<file path="src/rtl/add_arb_pkg.sv">
// add_arb_pkg: shared types and helpers for add_arbiter.
//   add_arb_state_t : arbiter FSM state (IDLE, RESP)
//   ADD_W           : operand / sum width of the shared adder
//   MAX_REQ, IDX_W  : largest supported requester count and its index width
//   rr_pick()       : round-robin winner search over a valid vector
package add_arb_pkg;

  typedef enum logic {
    IDLE = 1'b0,
    RESP = 1'b1
  } add_arb_state_t;

  localparam int ADD_W   = 8;
  localparam int MAX_REQ = 16;
  localparam int IDX_W   = 4;

  typedef struct packed {
    logic             found;
    logic [IDX_W-1:0] idx;
  } rr_pick_t;

  // Scan num_req entries of valid starting at ptr, wrapping to 0 after
  // num_req-1. The first set bit wins. With ptr=0 this degenerates to
  // lowest-index-first.
  function automatic rr_pick_t rr_pick(input logic [MAX_REQ-1:0] valid,
                                       input logic [IDX_W-1:0]   ptr,
                                       input int                 num_req);
    rr_pick_t r;
    int       k;
    r = '0;
    k = 0;
    for (int i = 0; i < MAX_REQ; i++) begin
      if (i < num_req && !r.found) begin
        k = int'(ptr) + i;
        if (k >= num_req) k = k - num_req;
        if (valid[k[IDX_W-1:0]]) begin
          r.found = 1'b1;
          r.idx   = k[IDX_W-1:0];
        end
      end
    end
    return r;
  endfunction

endpackage

</file>
<file path="src/rtl/ripple_carry_adder.sv">
// ripple_carry_adder: W-bit unsigned adder, carry rippling from bit 0, no
// carry-in.
//   a, b  : operands
//   sum   : a + b modulo 2**W
//   c_out : carry out of the top bit
module ripple_carry_adder #(
  parameter int W = 8
) (
  input  logic [W-1:0] a,
  input  logic [W-1:0] b,
  output logic [W-1:0] sum,
  output logic         c_out
);

  logic cy;

  always_comb begin
    cy  = 1'b0;
    sum = '0;
    for (int i = 0; i < W; i++) begin
      sum[i] = a[i] ^ b[i] ^ cy;
      cy     = (a[i] & b[i]) | (cy & (a[i] ^ b[i]));
    end
    c_out = cy;
  end

endmodule

</file>
<file path="src/rtl/add_arbiter.sv">
// add_arbiter: shares one ripple_carry_adder among NUM_REQ requesters.
// A grant in IDLE captures the winner's sum/carry/id into result registers;
// the result is then held in RESP until the consumer accepts it.
//
// Handshakes: a transfer happens on a rising edge where valid and ready are
// both high. req_ready is a one-hot grant derived combinationally from
// req_valid, ptr and state (never from rsp_ready); rsp_valid is high exactly
// while the FSM is in RESP and the result outputs are stable during that time.
//
// Ports:
//   clk, rst          : clock, synchronous active-high reset
//   req_valid/ready   : per-requester request handshake (one bit each)
//   req_a, req_b      : packed 8-bit operands, requester i at [8i+7:8i]
//   rsp_valid/ready   : result handshake
//   rsp_id            : owner of the held result
//   rsp_sum, rsp_c_out: registered a+b and its carry
//
// Build option: define ADD_ARB_FIXED_PRIO_EN for fixed priority (lowest
// asserted index wins, no rotating pointer); default is round-robin.
module add_arbiter
  import add_arb_pkg::*;
#(
  parameter int NUM_REQ = 4,
  parameter int ID_W    = $clog2(NUM_REQ)
) (
  input  logic                   clk,
  input  logic                   rst,
  input  logic [NUM_REQ-1:0]     req_valid,
  output logic [NUM_REQ-1:0]     req_ready,
  input  logic [NUM_REQ*8-1:0]   req_a,
  input  logic [NUM_REQ*8-1:0]   req_b,
  output logic                   rsp_valid,
  input  logic                   rsp_ready,
  output logic [ID_W-1:0]        rsp_id,
  output logic [7:0]             rsp_sum,
  output logic                   rsp_c_out
);

  add_arb_state_t     state, state_nxt;
  logic [MAX_REQ-1:0] valid_pad;
  rr_pick_t           pick;
  logic [ID_W-1:0]    win;
  logic               grant;
  logic [ADD_W-1:0]   a_sel, b_sel, sum;
  logic               c_out;

  assign valid_pad = MAX_REQ'(req_valid);

`ifdef ADD_ARB_FIXED_PRIO_EN
  assign pick = rr_pick(valid_pad, '0, NUM_REQ);
`else
  logic [ID_W-1:0] ptr;
  assign pick = rr_pick(valid_pad, IDX_W'(ptr), NUM_REQ);
`endif

  assign win = ID_W'(pick.idx);

  // Next state and grant. A grant only ever happens in IDLE, so the cycle in
  // which a response is accepted never grants.
  always_comb begin
    state_nxt = state;
    grant     = 1'b0;
    case (state)
      IDLE: begin
        if (pick.found) begin
          grant     = 1'b1;
          state_nxt = RESP;
        end
      end
      RESP: begin
        if (rsp_ready) state_nxt = IDLE;
      end
      default: state_nxt = IDLE;
    endcase
  end

  always_comb begin
    req_ready = '0;
    for (int i = 0; i < NUM_REQ; i++) begin
      req_ready[i] = grant && !rst && (win == ID_W'(i));
    end
  end

  // Operand mux in front of the single shared adder.
  assign a_sel = req_a[int'(win)*ADD_W +: ADD_W];
  assign b_sel = req_b[int'(win)*ADD_W +: ADD_W];

  ripple_carry_adder #(.W(ADD_W)) u_adder (
    .a    (a_sel),
    .b    (b_sel),
    .sum  (sum),
    .c_out(c_out)
  );

  always_ff @(posedge clk) begin
    if (rst) begin
      state     <= IDLE;
      rsp_sum   <= '0;
      rsp_c_out <= 1'b0;
      rsp_id    <= '0;
`ifndef ADD_ARB_FIXED_PRIO_EN
      ptr       <= '0;
`endif
    end else begin
      state <= state_nxt;
      if (grant) begin
        rsp_sum   <= sum;
        rsp_c_out <= c_out;
        rsp_id    <= win;
`ifndef ADD_ARB_FIXED_PRIO_EN
        // Next search starts just past the winner.
        ptr       <= (win == ID_W'(NUM_REQ - 1)) ? '0 : win + ID_W'(1);
`endif
      end
    end
  end

  assign rsp_valid = (state == RESP);

endmodule

</file>
<file path="config.mk">
export PLATFORM = sky130hd
export DESIGN_NAME = add_arbiter
export DESIGN_NICKNAME = d
export VERILOG_FILES = /design/src/rtl/add_arb_pkg.sv /design/src/rtl/ripple_carry_adder.sv /design/src/rtl/add_arbiter.sv
export SDC_FILE = /design/constraint.sdc
export NUM_CORES = 1
export LEC_CHECK = 0
export CORE_ASPECT_RATIO = 0.9
export CORE_UTILIZATION = 40
export DETAILED_ROUTE_END_ITERATION = 6
export PLACE_DENSITY_LB_ADDON = 0.15
export SYNTH_ARGS = -nofsm -noshare
export SYNTH_HDL_FRONTEND = slang
export SYNTH_SLANG_ARGS = --single-unit
</file>
<file path="constraint.sdc">
create_clock -name clk -period 5.1 [get_ports clk]
set_clock_uncertainty 0.15 [all_clocks]
set_input_delay 1.02 -clock clk [delete_from_list [all_inputs] [get_ports clk]]
set_output_delay 1.02 -clock clk [all_outputs]
set_load 0.005 [all_outputs]
</file>
==> flow_metrics.py, run 1 <==
metrics = {
    "hold_path": {
        "min_from": "rsp_sum[1]",
        "min_to": "rsp_sum[1]",
        "hold_path_class": "reg2reg",
        "hold_depth": 2,
    },
    "worst_setup_path": {
        "r2r-end": "rsp_sum[7]",
        "startpoint_type": "input pin",
        "arrival_ns": 5.21,
        "r2r_start": "ptr[0]",
        "ff2ff_path_depth": 21,
        "critical_path_class": "in2reg",
        "cp-end-kind": "register",
        "r2r_slack_ns": -0.02,
        "required_ns": 5.12,
        "cp_max_fo": 5,
    },
    "timing": {
        "slew_headroom_pct": 51.2,
        "period_share_pct": 102,
        "fin_ws_ns": -0.0929,
        "finalCriticalPeriod_ns": 5.19,
        "rsz0062_at_grt": "yes",
        "slew_violations": 0,
        "hold_viol_final": 0,
        "fmax_ghz": 0.193,
        "setup_violations": 2,
        "worstMarginPinSlew_ns": 0.729,
    },
    "status": {
        "outcome": "finished with violations",
        "violations": "design-rule violations, negative setup slack",
    },
    "die": {
        "dieHeight_um": 76.3,
        "row_count": 26,
        "core_area_um2": 5790,
        "die_x_um": 84.5,
        "dieArea_um2": 6450,
        "ios": 87,
        "initial_utilization_pct": 42.4,
    },
    "clock_tree": {
        "cts_inserted_buffers": 3,
        "root_buffer": "clkbuf_8",
        "clk_path_buf_depth": 2,
        "cts_tree": "done",
        "clk-insertion-delay-late_ns": 0.24,
        "clkSinkCount": 14,
        "clkTransAtPathRegs_ns": 0.05,
        "cts_max_level": 1,
    },
    "cells_and_area": {
        "drive_above_1_share_pct": 26.9,
        "final_common_cell": "clkdlybuf4s50_1",
        "final_util_pct": 69.2,
        "final_cell_mix": "82 x clkdlybuf4s50_1, 72 x buf_4, 33 x a21oi_1",
        "antenna_cells": 0,
        "fin_nets": 564,
        "areaGrowthSynthToFinish_pct": 63.4,
    },
    "pwr": {
        "power_leakage_uw": 0.00156,
        "p_per_area_nw_per_um2": 614,
        "fin_total_pwr_uw": 2460,
        "ir_drop_mv": 0.327,
    },
    "yosys": {
        "synthFlopType": "dfxtp_1",
        "ys_types": 49,
        "synth_cells": 339,
        "ys_warn_count": 0,
        "ys_ff_latch": 14,
        "ys_seq_area_share_pct": 11.4,
        "avgSynthCellArea_um2": 7.23,
        "async_flop_share_pct": 0,
        "yosysTopAreaCell": "dfxtp_1",
        "synth_edf_count": 0,
        "synthTopCellsByArea": "dfxtp_1 11%, a21oi_1 6.9%, nand3_1 6.5%",
        "synth_nets": 426,
        "synth_top_area_share_pct": 11.4,
        "syn-cell-area_um2": 2450,
    },
    "routing": {
        "firstDrtPassIters": 7,
        "wl_per_cell_um": 16.6,
        "drc": 4,
        "num_vias": 3203,
        "initialDrtViolationCount": 343,
        "drtAntennaViolNets": 0,
        "wl_mm": 9.06,
        "viasPerCell": 5.88,
    },
    "grt": {
        "grt_pass1_wl_mm": 14.3,
        "gr-usage-met3_pct": 1.52,
        "grt_max_degree": 33,
        "grt_pass1_vias": 2999,
        "grt_use_met2_pct": 45.0,
        "grt_usage_pct": 27.1,
        "grtUsageMet1_pct": 38.3,
        "top_usage_layer": "met2",
        "overflow": 0,
        "antenna_found_initial": 0,
    },
    "flow_run": {
        "drv_cap": 0,
    },
    "place": {
        "io_buffers": 86,
        "place.gp.congestion": 0.913,
        "dpl.hpwl_mm": 6.75,
    },
}
how the worst max path moves through the flow:
stage                      start          to  cells past startpoint
finish              req_valid[0]  rsp_sum[7]                     19
global route        req_valid[0]  rsp_sum[7]                     19
CTS                 req_valid[3]  rsp_sum[7]                     20
detailed placement  req_valid[1]  rsp_sum[7]                     22
global placement    req_valid[0]  rsp_sum[7]                     21
floorplan           req_valid[0]  rsp_sum[7]                     19
cells in the mapped netlist, types with 12 or more instances:
master and count:
a21oi_1 34, or3_1 20, a21o_1 20, dfxtp_1 14, clkbuf_1 12, o21ai_0 32
nor3_1 13, nor2_1 14, nor4_1 12, o211ai_1 20, nand3_1 32, nand2_1 15
worst max-delay path: stages:
cell and delay (ns):
buf_8 0.10, o32a_1 0.38, or4_4 0.59, buf_6 0.14, nand3_4 0.08, a21o_1 0.11, nand4_1 0.11, ha_2 0.22
fa_2 0.36, fa_2 0.35, fa_2 0.34, inv_2 0.06, fa_2 0.19, fa_2 0.20, fa_2 0.19, inv_2 0.04
fa_1 0.53, nand2_1 0.08, a21oi_2 0.13
registers in the layout (all words and copies together), names as in the netlist:
signal,cells
ptr,2
rsp_c_out,1
rsp_valid,1
rsp_id,2
rsp_sum,8
what timing repair did:
action / CTS / global route
gates resized for setup: 29 / 8
buffers inserted: 12 / 2
gates cloned: 1 / 0
hold buffers: 0 / 0
setup endpoints to repair: 8 / 5
pin swaps: 19 / 13
cell families after synthesis:
logic type                 share of synthesized area (%)
DFF                                                 11.4
xor gates and xnor gates                           0.357
adders and majority gates                           10.3
buffers and inverters                               8.21
and+or+nand+nor                                     32.3
muxes                                               3.21
AOI/OAI and AO/OA                                   34.1
routing by layer:
layer / wire, um / vias to the layer above / part of all wire (%)
li1: - / 1562 / -
met4: 96 / 0 / 1.1
met5: 0 / - / 0
met1: 4020 / 1458 / 44
met3: 618 / 17 / 6.8
met2: 4320 / 166 / 48
final cells by class:
| class | instances | area [um^2] |
|---|---|---|
| Clock buffer | 3 | 41.3 |
| Fill cell | 499 | 1780 |
| Inverter | 6 | 22.5 |
| Multi-Input combinational cell | 287 | 2040 |
| Sequential cell | 14 | 282 |
| Tap cell | 70 | 87.6 |
| Timing Repair Buffer | 165 | 1540 |
power breakdown:
part / switching, uW / internal [uW]
clock: 33.0 / 51.9
combinational: 1120 / 1080
sequential: 22.9 / 155
total: 1170 / 1290
through the flow:
stage / hold WS (ns) / cells / area, um^2 / setup slack [ns] / TNS, ns
4_1_cts: 0.305 / 543 / 3970 / -0.144 / -0.196
6_report: 0.309 / 545 / 4010 / -0.0929 / -0.0992
5_1_grt: 0.330 / 545 / 4010 / -0.232 / -0.394
3_3_place_gp: 0.296 / 527 / 3770 / -0.601 / -1.78
2_1_floorplan: 0.303 / 339 / 2480 / -0.0562 / -0.0562
3_5_place_dp: 0.301 / 527 / 3770 / -0.749 / -2.91
Power figures use the tool's default switching activity.
==> run 2: changes to the inputs <==
--- a/config.mk
+++ b/config.mk
@@ -8,7 +8,7 @@
 export CORE_ASPECT_RATIO = 0.9
 export CORE_UTILIZATION = 40
 export DETAILED_ROUTE_END_ITERATION = 6
-export PLACE_DENSITY_LB_ADDON = 0.15
+export PLACE_DENSITY = 0.75
 export SYNTH_ARGS = -nofsm -noshare
 export SYNTH_HDL_FRONTEND = slang
 export SYNTH_SLANG_ARGS = --single-unit
==> run 2 against run 1 <==
Effect of this change:
- the run still ends with design-rule violations, negative setup slack left
- routed wire length fell by 0.57%
- die area did not move
- sequential power barely moved
- core utilization fell by 2.9 points
- via count rose by 0.91%
- count of clock-buffer cells in the layout rose by 1
- first-iteration DRC count fell by 7.3%
- maximum frequency rose by 0.57%
- combinational power fell by 6%
- final area fell by 4.1%
- largest power group unchanged
==> flow_metrics.py, run 2 (same netlist as run 1, synthesis figures left out) <==
metrics = {
    "cells_and_area": {
        "final_cell_area_um2": 3840,
        "antenna_cells": 0,
        "regMostFlops": "rsp_sum",
        "final_cells": 532,
        "regArea_um2": 282,
        "final_cell_mix": "82 x clkdlybuf4s50_1, 63 x buf_4, 33 x a21oi_1",
        "reg_top3": "rsp_sum x8, ptr x2, rsp_id x2",
        "fill_cells": 497,
        "multi_input_area_um2": 2040,
        "largest_reg_flops": 8,
        "fin_nets": 550,
        "areaGrowthSynthToFinish_pct": 56.7,
        "drive_above_1_share_pct": 25.5,
        "final_common_cell": "clkdlybuf4s50_1",
        "final_util_pct": 66.4,
    },
    "clock_tree": {
        "clk_path_buf_depth": 2,
        "cts_tree": "done",
        "root_buffer": "clkbuf_8",
        "cts_hold_buf": 0,
        "clkSinkCount": 14,
        "clkTransAtPathRegs_ns": 0.05,
        "cts_inserted_buffers": 3,
        "clk-insertion-delay-late_ns": 0.24,
        "cts_max_level": 1,
    },
    "grt": {
        "grt_pass1_wl_mm": 14.2,
        "grtUsageMet1_pct": 37.6,
        "grt_max_degree": 33,
        "antenna_found_initial": 0,
        "overflow": 0,
        "grt_usage_pct": 27.0,
        "grt_use_met2_pct": 45.0,
        "gr-usage-met3_pct": 2.06,
        "grt_pass1_vias": 2969,
        "top_usage_layer": "met2",
    },
    "worst_setup_path": {
        "cp-end-kind": "register",
        "crit_chain": "buf_4 -> mux2_4 -> a22oi_4 -> nor2_2 -> buf_6 -> or3_1 -> o211ai_1 -> nand4_1 -> ha_2 -> fa_2 -> fa_2 -> fa_2 -> inv_2 -> fa_2 -> fa_2 -> fa_2 -> inv_1 -> fa_2 -> nand2_1 -> a21oi_1",
        "required_ns": 5.12,
        "critical_path_class": "in2reg",
        "startpoint_type": "input pin",
        "r2r_slack_ns": 0,
        "cpPeakStageDelay_ns": 0.54,
        "critPathMostFrequentCell": "fa_2",
        "cpMaxStageDelayCell": "fa_2",
        "arrival_ns": 5.18,
        "cp_max_fo": 8,
    },
    "die": {
        "initial_utilization_pct": 42.4,
        "row_count": 26,
        "core_area_um2": 5790,
        "die_x_um": 84.5,
        "ios": 87,
        "dieHeight_um": 76.3,
        "dieArea_um2": 6450,
    },
    "routing": {
        "initialDrtViolationCount": 318,
        "drc": 3,
        "firstDrtPassIters": 7,
        "drtAntennaViolNets": 0,
        "wl_per_cell_um": 16.9,
        "viasPerCell": 6.08,
        "wl_mm": 9.01,
        "num_vias": 3232,
    },
    "place": {
        "dpl_cell_area_um2": 3720,
        "placed_cells": 524,
        "dpl.hpwl_mm": 7.04,
        "place.gp.congestion": 0.933,
        "io_buffers": 86,
    },
    "timing": {
        "hold_viol_final": 0,
        "finalCriticalPeriod_ns": 5.16,
        "fin_ws_ns": -0.0633,
        "slew_headroom_pct": 49.3,
        "worstMarginPinSlew_ns": 0.758,
        "fmax_ghz": 0.194,
        "slew_violations": 0,
        "setup_violations": 1,
        "rsz0062_at_grt": "yes",
        "fin_hold_ws_ns": 0.302,
        "period_share_pct": 101,
    },
    "pwr": {
        "p_per_area_nw_per_um2": 611,
        "power_leakage_uw": 0.00148,
        "ir_drop_mv": 0.266,
    },
    "status": {
        "outcome": "finished with violations",
        "violations": "design-rule violations, negative setup slack",
    },
    "hold_path": {
        "hold_path_class": "reg2reg",
    },
    "flow_run": {
        "drv_cap": 0,
    },
}
run 2: cell types whose count changed in the layout (fill, tap and decap cells not counted), moves of 2 or more:
cell | before | now
buf_4 | 72 | 63
buf_6 | 6 | 3
buf_12 | 3 | 1
mux2_2 | 3 | 1
mux2_4 | 1 | 3
run 2: layer usage:
| metal | up-vias | share of wire (%) |
|---|---|---|
| met4 | 0 | 1.0 |
| li1 | 1538 | - |
| met3 | 14 | 8.5 |
| met5 | - | 0 |
| met2 | 183 | 47 |
| met1 | 1497 | 43 |
run 2: worst max-delay path, delay by kind of cell:
family	cells	cell delay, ns
adder cells (fa/ha/maj)	8	2.37
AND/OR/NAND/NOR	4	0.59
AO/OA/AOI/OAI	3	0.54
buffers and inverters	4	0.38
multiplexers	1	0.28
run 2: worst paths after layout:
kind | startpoint | to | depth (start not counted)
hold reg to reg | rsp_sum[1] | rsp_sum[1] | 2
setup reg to reg | ptr[0] | rsp_sum[7] | 21
hold / removal | rsp_sum[1] | rsp_sum[1] | 2
setup / recovery | req_valid[2] | rsp_sum[7] | 20
run 2: final cells by class:
| class | count | area share (%) |
|---|---|---|
| sequential | 14 | 7.33 |
| multi-input combinational | 287 | 53.0 |
| tap | 70 | 2.28 |
| clock buffer | 4 | 1.43 |
| timing repair buffer | 151 | 35.3 |
| inverter | 6 | 0.586 |
run 2: per-stage QoR:
stage                     worst slack, ns  TNS, ns  total power (uW)
after floorplan                   -0.0562  -0.0562              1340
after global placement             -0.595    -1.66              2040
after detailed placement           -0.647    -2.17              2100
after CTS                          -0.106   -0.106              2240
after global routing               -0.175   -0.175              2500
final                             -0.0633  -0.0633              2350
run 2: repair_timing:
| action | 4_1_cts | 5_1_grt |
|---|---|---|
| setup endpoints to repair | 7 | 6 |
| buffers inserted | 1 | 3 |
| gates cloned | 0 | 0 |
| pin swaps | 5 | 10 |
| resized for setup | 16 | 16 |
run 2: report_power, final:
part	total, uW	leakage (uW)	switching [uW]	internal, uW
sequential	176	0.000116	21.7	155
clock	107	0.0000288	38.5	68.3
combinational	2070	0.00133	1080	983
total	2350	0.00148	1140	1210
==> run 3: changes to the inputs <==
--- a/config.mk
+++ b/config.mk
@@ -6,6 +6,7 @@
 export NUM_CORES = 1
 export LEC_CHECK = 0
 export CORE_ASPECT_RATIO = 0.9
+export CORE_MARGIN = 4
 export CORE_UTILIZATION = 40
 export DETAILED_ROUTE_END_ITERATION = 6
 export PLACE_DENSITY = 0.75
==> run 3 against run 2 <==
Effect of this change:
- the flow finishes with violations (negative setup slack)
- core utilization grew 0.75 points
- global-route usage shrank 3.0 points
- largest power group unchanged
- final area grew 1.7%
- combinational power is 5% lower
- register-to-register slack better by 0.03 ns
- cell count rose by 0.38%
- via count is 1.5% lower
- count of clock-buffer cells in the layout unchanged
- non-clock buffer count up 2
- largest cell class unchanged
- sequential power is essentially flat
- first-iteration DRC count shrank 31%
- critical path depth unchanged
==> flow_metrics.py, run 3 (same netlist as run 1, synthesis figures left out) <==
metrics = {
    "place": {
        "dpl.hpwl_mm": 7.11,
        "io_buffers": 86,
        "place.gp.congestion": 0.953,
        "dp_slack_ns": -0.680,
    },
    "cells_and_area": {
        "fill_cells": 496,
        "regMostFlops": "rsp_sum",
        "fin_nets": 552,
        "reg_top3": "rsp_sum x8, ptr x2, rsp_id x2",
        "multi_input_area_um2": 2060,
        "final_cell_mix": "82 x clkdlybuf4s50_1, 62 x buf_4, 32 x o21ai_0, 32 x a21oi_1, 32 x nand3_1",
        "largest_reg_flops": 8,
        "regArea_um2": 282,
        "areaGrowthSynthToFinish_pct": 59.3,
        "drive_above_1_share_pct": 25.6,
        "antenna_cells": 0,
        "final_common_cell": "clkdlybuf4s50_1",
        "final_util_pct": 67.1,
    },
    "pwr": {
        "combPwrFrac_pct": 87.3,
        "pwr-share-clk_pct": 4.8,
        "seqPwrFrac_pct": 7.8,
        "p_sw_share_pct": 48.6,
        "power_leakage_uw": 0.00150,
        "fin_total_pwr_uw": 2250,
        "p_per_area_nw_per_um2": 575,
        "p_int_uw": 1150,
        "netSwitchingPower_uw": 1090,
        "ir_drop_mv": 0.236,
    },
    "routing": {
        "drc": 0,
        "drtAntennaViolNets": 0,
        "initialDrtViolationCount": 221,
        "wl_mm": 9.10,
        "viasPerCell": 5.96,
        "firstDrtPassIters": 5,
        "wl_per_cell_um": 17.0,
        "num_vias": 3182,
    },
    "worst_setup_path": {
        "cp_top_family": "adder cells",
        "cpPeakStageDelay_ns": 0.48,
        "critPathMostFrequentCell": "fa_2",
        "required_ns": 5.12,
        "startpoint_type": "input pin",
        "cp-end-kind": "register",
        "cp_max_fo": 11,
        "critical_path_class": "in2reg",
        "arrival_ns": 5.18,
        "cpMaxStageDelayCell": "fa_1",
        "cp_num_buf_inv": 4,
        "crit_chain": "buf_2 -> mux2_4 -> a22oi_4 -> nor2_4 -> buf_12 -> or3_1 -> o211ai_1 -> nand4_1 -> ha_2 -> fa_2 -> fa_2 -> fa_2 -> inv_2 -> fa_2 -> fa_2 -> fa_2 -> inv_1 -> fa_1 -> nand2_1 -> a21oi_2",
    },
    "timing": {
        "fin_hold_ws_ns": 0.311,
        "fin_ws_ns": -0.0579,
        "finalCriticalPeriod_ns": 5.16,
        "timing.setup.tns_ns": -0.0579,
        "period_share_pct": 101,
        "slew_violations": 0,
        "fmax_ghz": 0.194,
        "worstMarginPinSlew_ns": 0.746,
        "slew_headroom_pct": 50.1,
        "hold_viol_final": 0,
        "rsz0062_at_grt": "yes",
        "setup_violations": 1,
    },
    "grt": {
        "antenna_found_initial": 0,
        "overflow": 0,
        "grtUsageMet1_pct": 31.9,
        "gr-usage-met3_pct": 3.80,
        "grt_pass1_vias": 3032,
        "grt_usage_pct": 24.0,
        "grt_use_met2_pct": 40.2,
        "top_usage_layer": "met2",
        "grt_max_degree": 33,
        "grt_pass1_wl_mm": 14.6,
    },
    "die": {
        "ios": 87,
        "dieHeight_um": 82.3,
        "row_count": 26,
        "die_x_um": 90.5,
        "dieArea_um2": 7450,
        "core_area_um2": 5820,
        "initial_utilization_pct": 42.1,
    },
    "status": {
        "violations": "negative setup slack",
        "outcome": "finished with violations",
    },
    "clock_tree": {
        "clk_path_buf_depth": 2,
        "clkSinkCount": 14,
        "clk-insertion-delay-late_ns": 0.25,
        "cts_tree": "done",
        "clkTransAtPathRegs_ns": 0.06,
        "cts_inserted_buffers": 3,
        "root_buffer": "clkbuf_8",
        "cts_max_level": 1,
        "cts_hold_buf": 0,
    },
    "flow_run": {
        "drv_cap": 0,
    },
    "hold_path": {
        "hold_path_class": "reg2reg",
    },
}
-- run 3: worst paths after layout --
kind              slack, ns    endpoint         start  cells past startpoint
hold / removal         0.31   rsp_c_out     rsp_c_out                      2
setup reg to reg       0.03  rsp_sum[7]        ptr[0]                     21
hold reg to reg        0.31   rsp_c_out     rsp_c_out                      2
setup / recovery      -0.06  rsp_sum[7]  req_valid[2]                     20
-- run 3: per-stage QoR --
stage / std cells / cell area, um^2
2_1_floorplan: 339 / 2480
3_3_place_gp: 522 / 3740
3_5_place_dp: 522 / 3740
4_1_cts: 532 / 3880
5_1_grt: 534 / 3910
6_report: 534 / 3910
-- run 3: what timing repair did --
item                       4_1_cts  5_1_grt
hold endpoints to repair         0        0
resized for setup               30        3
setup buffers                    6        3
pin swaps                       11        5
setup endpoints to repair        4        2
-- run 3: final cells by class --
type                    instances  area share, %
flip-flops and latches         14           7.20
clock buffers                   4           1.41
multi-input cells             287           52.6
inverters                       6          0.576
repair buffers                153           35.9
well taps                      70           2.24
-- run 3: worst register-to-register path, delay by kind of cell (launching register included) --
family	cells	cell delay, ns
adders and majority gates	9	2.47
and+or+nand+nor	3	0.79
AOI/OAI and AO/OA	5	0.72
buffers and inverters	4	0.46
DFF	1	0.33
-- run 3: power by group through the flow --
stage / Sequential [uW] / Combinational, uW / Clock [uW]
finish: 176 / 1960 / 109
global route: 181 / 2170 / 117
CTS: 176 / 1910 / 112
detailed placement: 178 / 1830 / 0
global placement: 177 / 1800 / 0
floorplan: 185 / 1150 / 0
-- run 3: per-layer routing --
layer	vias up	wire length (um)	share of wire (%)
met5	-	0	0
met4	0	114	1.3
met3	16	921	10
met2	180	4130	45
met1	1448	3940	43
li1	1538	-	-
==> edit, RTL diff (flow settings as in run 3) <==
Make the reset (`rst`) asynchronous in one clocked block. Comments in the files are not updated.
--- a/src/rtl/add_arbiter.sv
+++ b/src/rtl/add_arbiter.sv
@@ -92,7 +92,7 @@
     .c_out(c_out)
   );
 
-  always_ff @(posedge clk) begin
+  always_ff @(posedge clk or posedge rst) begin
     if (rst) begin
       state     <= IDLE;
       rsp_sum   <= '0;
Function: differs if rst is asserted again (counterexample within 4 cycles, from zero or initial values and one cycle with rst high); with rst held inactive, the same outputs for 10 cycles.
==> edit against run 3 <==
- largest power group unchanged
- sequential cell count stayed put
- synthesized area is 34% lower
- the run still ends with negative setup slack left
- first-iteration DRC count fell by 76%
- fmax rose by 0.31%
- largest cell class unchanged
- power fell by 8.0%
- setup slack better by 16 ps
- non-clock buffer count shrank 49
- final area is 30% lower
- routed wire length fell by 53%
- highest routed layer unchanged
==> edit: results (changes against run 3) <==
Place
  • Post-place instance area: 0.00263 sq mm (-30%)
  • Routability Congestion: 0.787 (-17%)
  • Setup slack after placement: -758 ps (-77.9 ps)
  • Detailed placement HPWL: 3.74 mm (-47%)
  • Number of buffers added on ports: 86 (unchanged)

Final layout
  • Share of cells above drive strength 1: 23.4% (-2.3 points)
  • Largest register FFs: 8 (unchanged)
  • Ant diodes: 0 (unchanged)
  • Regs by FF count: rsp_sum x8, ptr x2, rsp_id x2
  • Nets: 336 (-39%)

Power
  • Leakage: 1.19 nW (-20%)
  • Worst VDD drop: 379 uV (+60%)

Synthesis
  • Post-synth ARST share: 100% (+100 points)
  • Most area-hungry cell type in the Yosys netlist: mux2i_1
  • Commonest cells post-synth: mux2i_1 (45), mux2_2 (15), dfrtp_1 (14)
  • Synth Area in Adders: 15.5% (+5.2 points)
  • Top FF cell, synth: dfrtp_1
  • Mux cell area share after synthesis: 40.8% (+38 points)
  • Sequential area share after synthesis: 21.5% (+10 points)
  • Synth Area in Compound Gates: 8.46% (-26 points)
  • Ranking of synthesized cells by area: mux2i_1 (28%), dfrtp_1 (22%), mux2_2 (10%), fa_1 (8.6%), ha_1 (6.9%)
  • Count of cell types in the netlist: 30 (-39%)
  • Synth warn: 0 (unchanged)
  • Post-Syn Nets: 237 (-44%)
  • Largest family of logic cells by synthesized area: multiplexers
  • Xor/xnor share of the synthesized area: 0% (-0.36 points)

Global route
  • Initial antenna violation count: 0 (unchanged)
  • GRT Overall Usage: 16.8% (-7.2 points)
  • Largest net degree at the start of global routing: 19 (-42%)
  • First-pass GRT wire length: 6.78 mm (-54%)

Clock network
  • CTS clock-pin slew for the worst setup and hold paths: 70 ps
  • Post-CTS Resized: 28 (-6.7%)
  • H-tree levels: 1 (unchanged)
  • Post-CTS Setup Inserts: 2 (-4)
  • Total CTS buffers: 3 (unchanged)
  • Clock latency on the worst-skew pair: 250 ps (about the same)
  • Max clock buf depth: 2 (unchanged)
  • Root Driver: clkbuf_8

Critical path
  • Crit path max-delay family: adder cells
  • Max incr delay on CP: between 400 and 500 ps
  • WP data arrival: 5130 ps (-50 ps)
  • CP max FO: 7 (-4)
  • CP max-delay cell: mux4_2

Status
  • Status: finished, violations left
  • Failing checks: negative setup slack

Routing
  • Total iterations of the first detailed-routing run: 4 (-1)
  • Total Wirelength: 4.30 mm (-53%)
  • Initial drt markers: 53 (-76%)
  • Via count: 1,484 (-53%)

Worst hold path
  • Hold Crit Class: reg -> reg

STA
  • Worst Slack Setup Final: -41.8 ps (+16.0 ps)
  • Post-route minimum period: 5140 ps (-16.0 ps)
  • Slew HR: 58.3% (+8.2 points)
  • Final setup fails: 1 (unchanged)
==> edit: cell types whose count changed in the layout (fill, tap and decap cells not counted), sizes merged, moves of 14 or more <==
cell    before  now
nor3        21    0
dfxtp       14    0
dfrtp        0   14
or3         20    0
mux2i        3   45
o211ai      20    1
o21ai       36    1
buf         71   22
a21o        20    0
a21oi       35   10
nand3       33    2
==> edit: path summary, 6_finish.rpt <==
kind | start | to | slack, ps | cells past startpoint
setup / recovery | req_valid[3] | rsp_sum[7] | -40 | 18
hold / removal | rsp_sum[3] | rsp_sum[3] | 360 | 1
setup reg to reg | ptr[0] | rsp_sum[7] | 120 | 20
hold reg to reg | rsp_sum[3] | rsp_sum[3] | 360 | 1
max in group asynchronous | rst | ptr[1] | 3390 | 2
min in group asynchronous | rst | rsp_valid | 1000 | 2
==> edit: layout make-up <==
cell class	instances	area, sq um
multi-input cells	118	1210
fillers	259	1070
repair buffers	104	1030
flip-flops and latches	14	350
well taps	46	57.6
clock buffers	4	55.1
inverters	8	30.0
==> edit: power breakdown <==
part / switching, mW / internal, mW / leakage, nW
Combinational: 0.781 / 0.962 / 1.00
Sequential: 0.0375 / 0.176 / 0.160
Clock: 0.0415 / 0.0683 / 0.0288
==> edit: metrics by stage <==
| stage | std cells | setup TNS (ps) | power (mW) |
|---|---|---|---|
| CTS | 292 | -279 | 2.07 |
| global route | 294 | -433 | 2.28 |
| finish | 294 | -41.8 | 2.07 |
| detailed placement | 286 | -2030 | 1.92 |
| global placement | 286 | -1490 | 1.85 |
| floorplan | 150 | -165 | 1.43 |
==> edit: metal layers <==
metal,share of wire [%],track usage [%]
met1,38,20.4
met2,55,32.5
met3,6.8,2.32
met4,0.42,1.31
met5,0,0
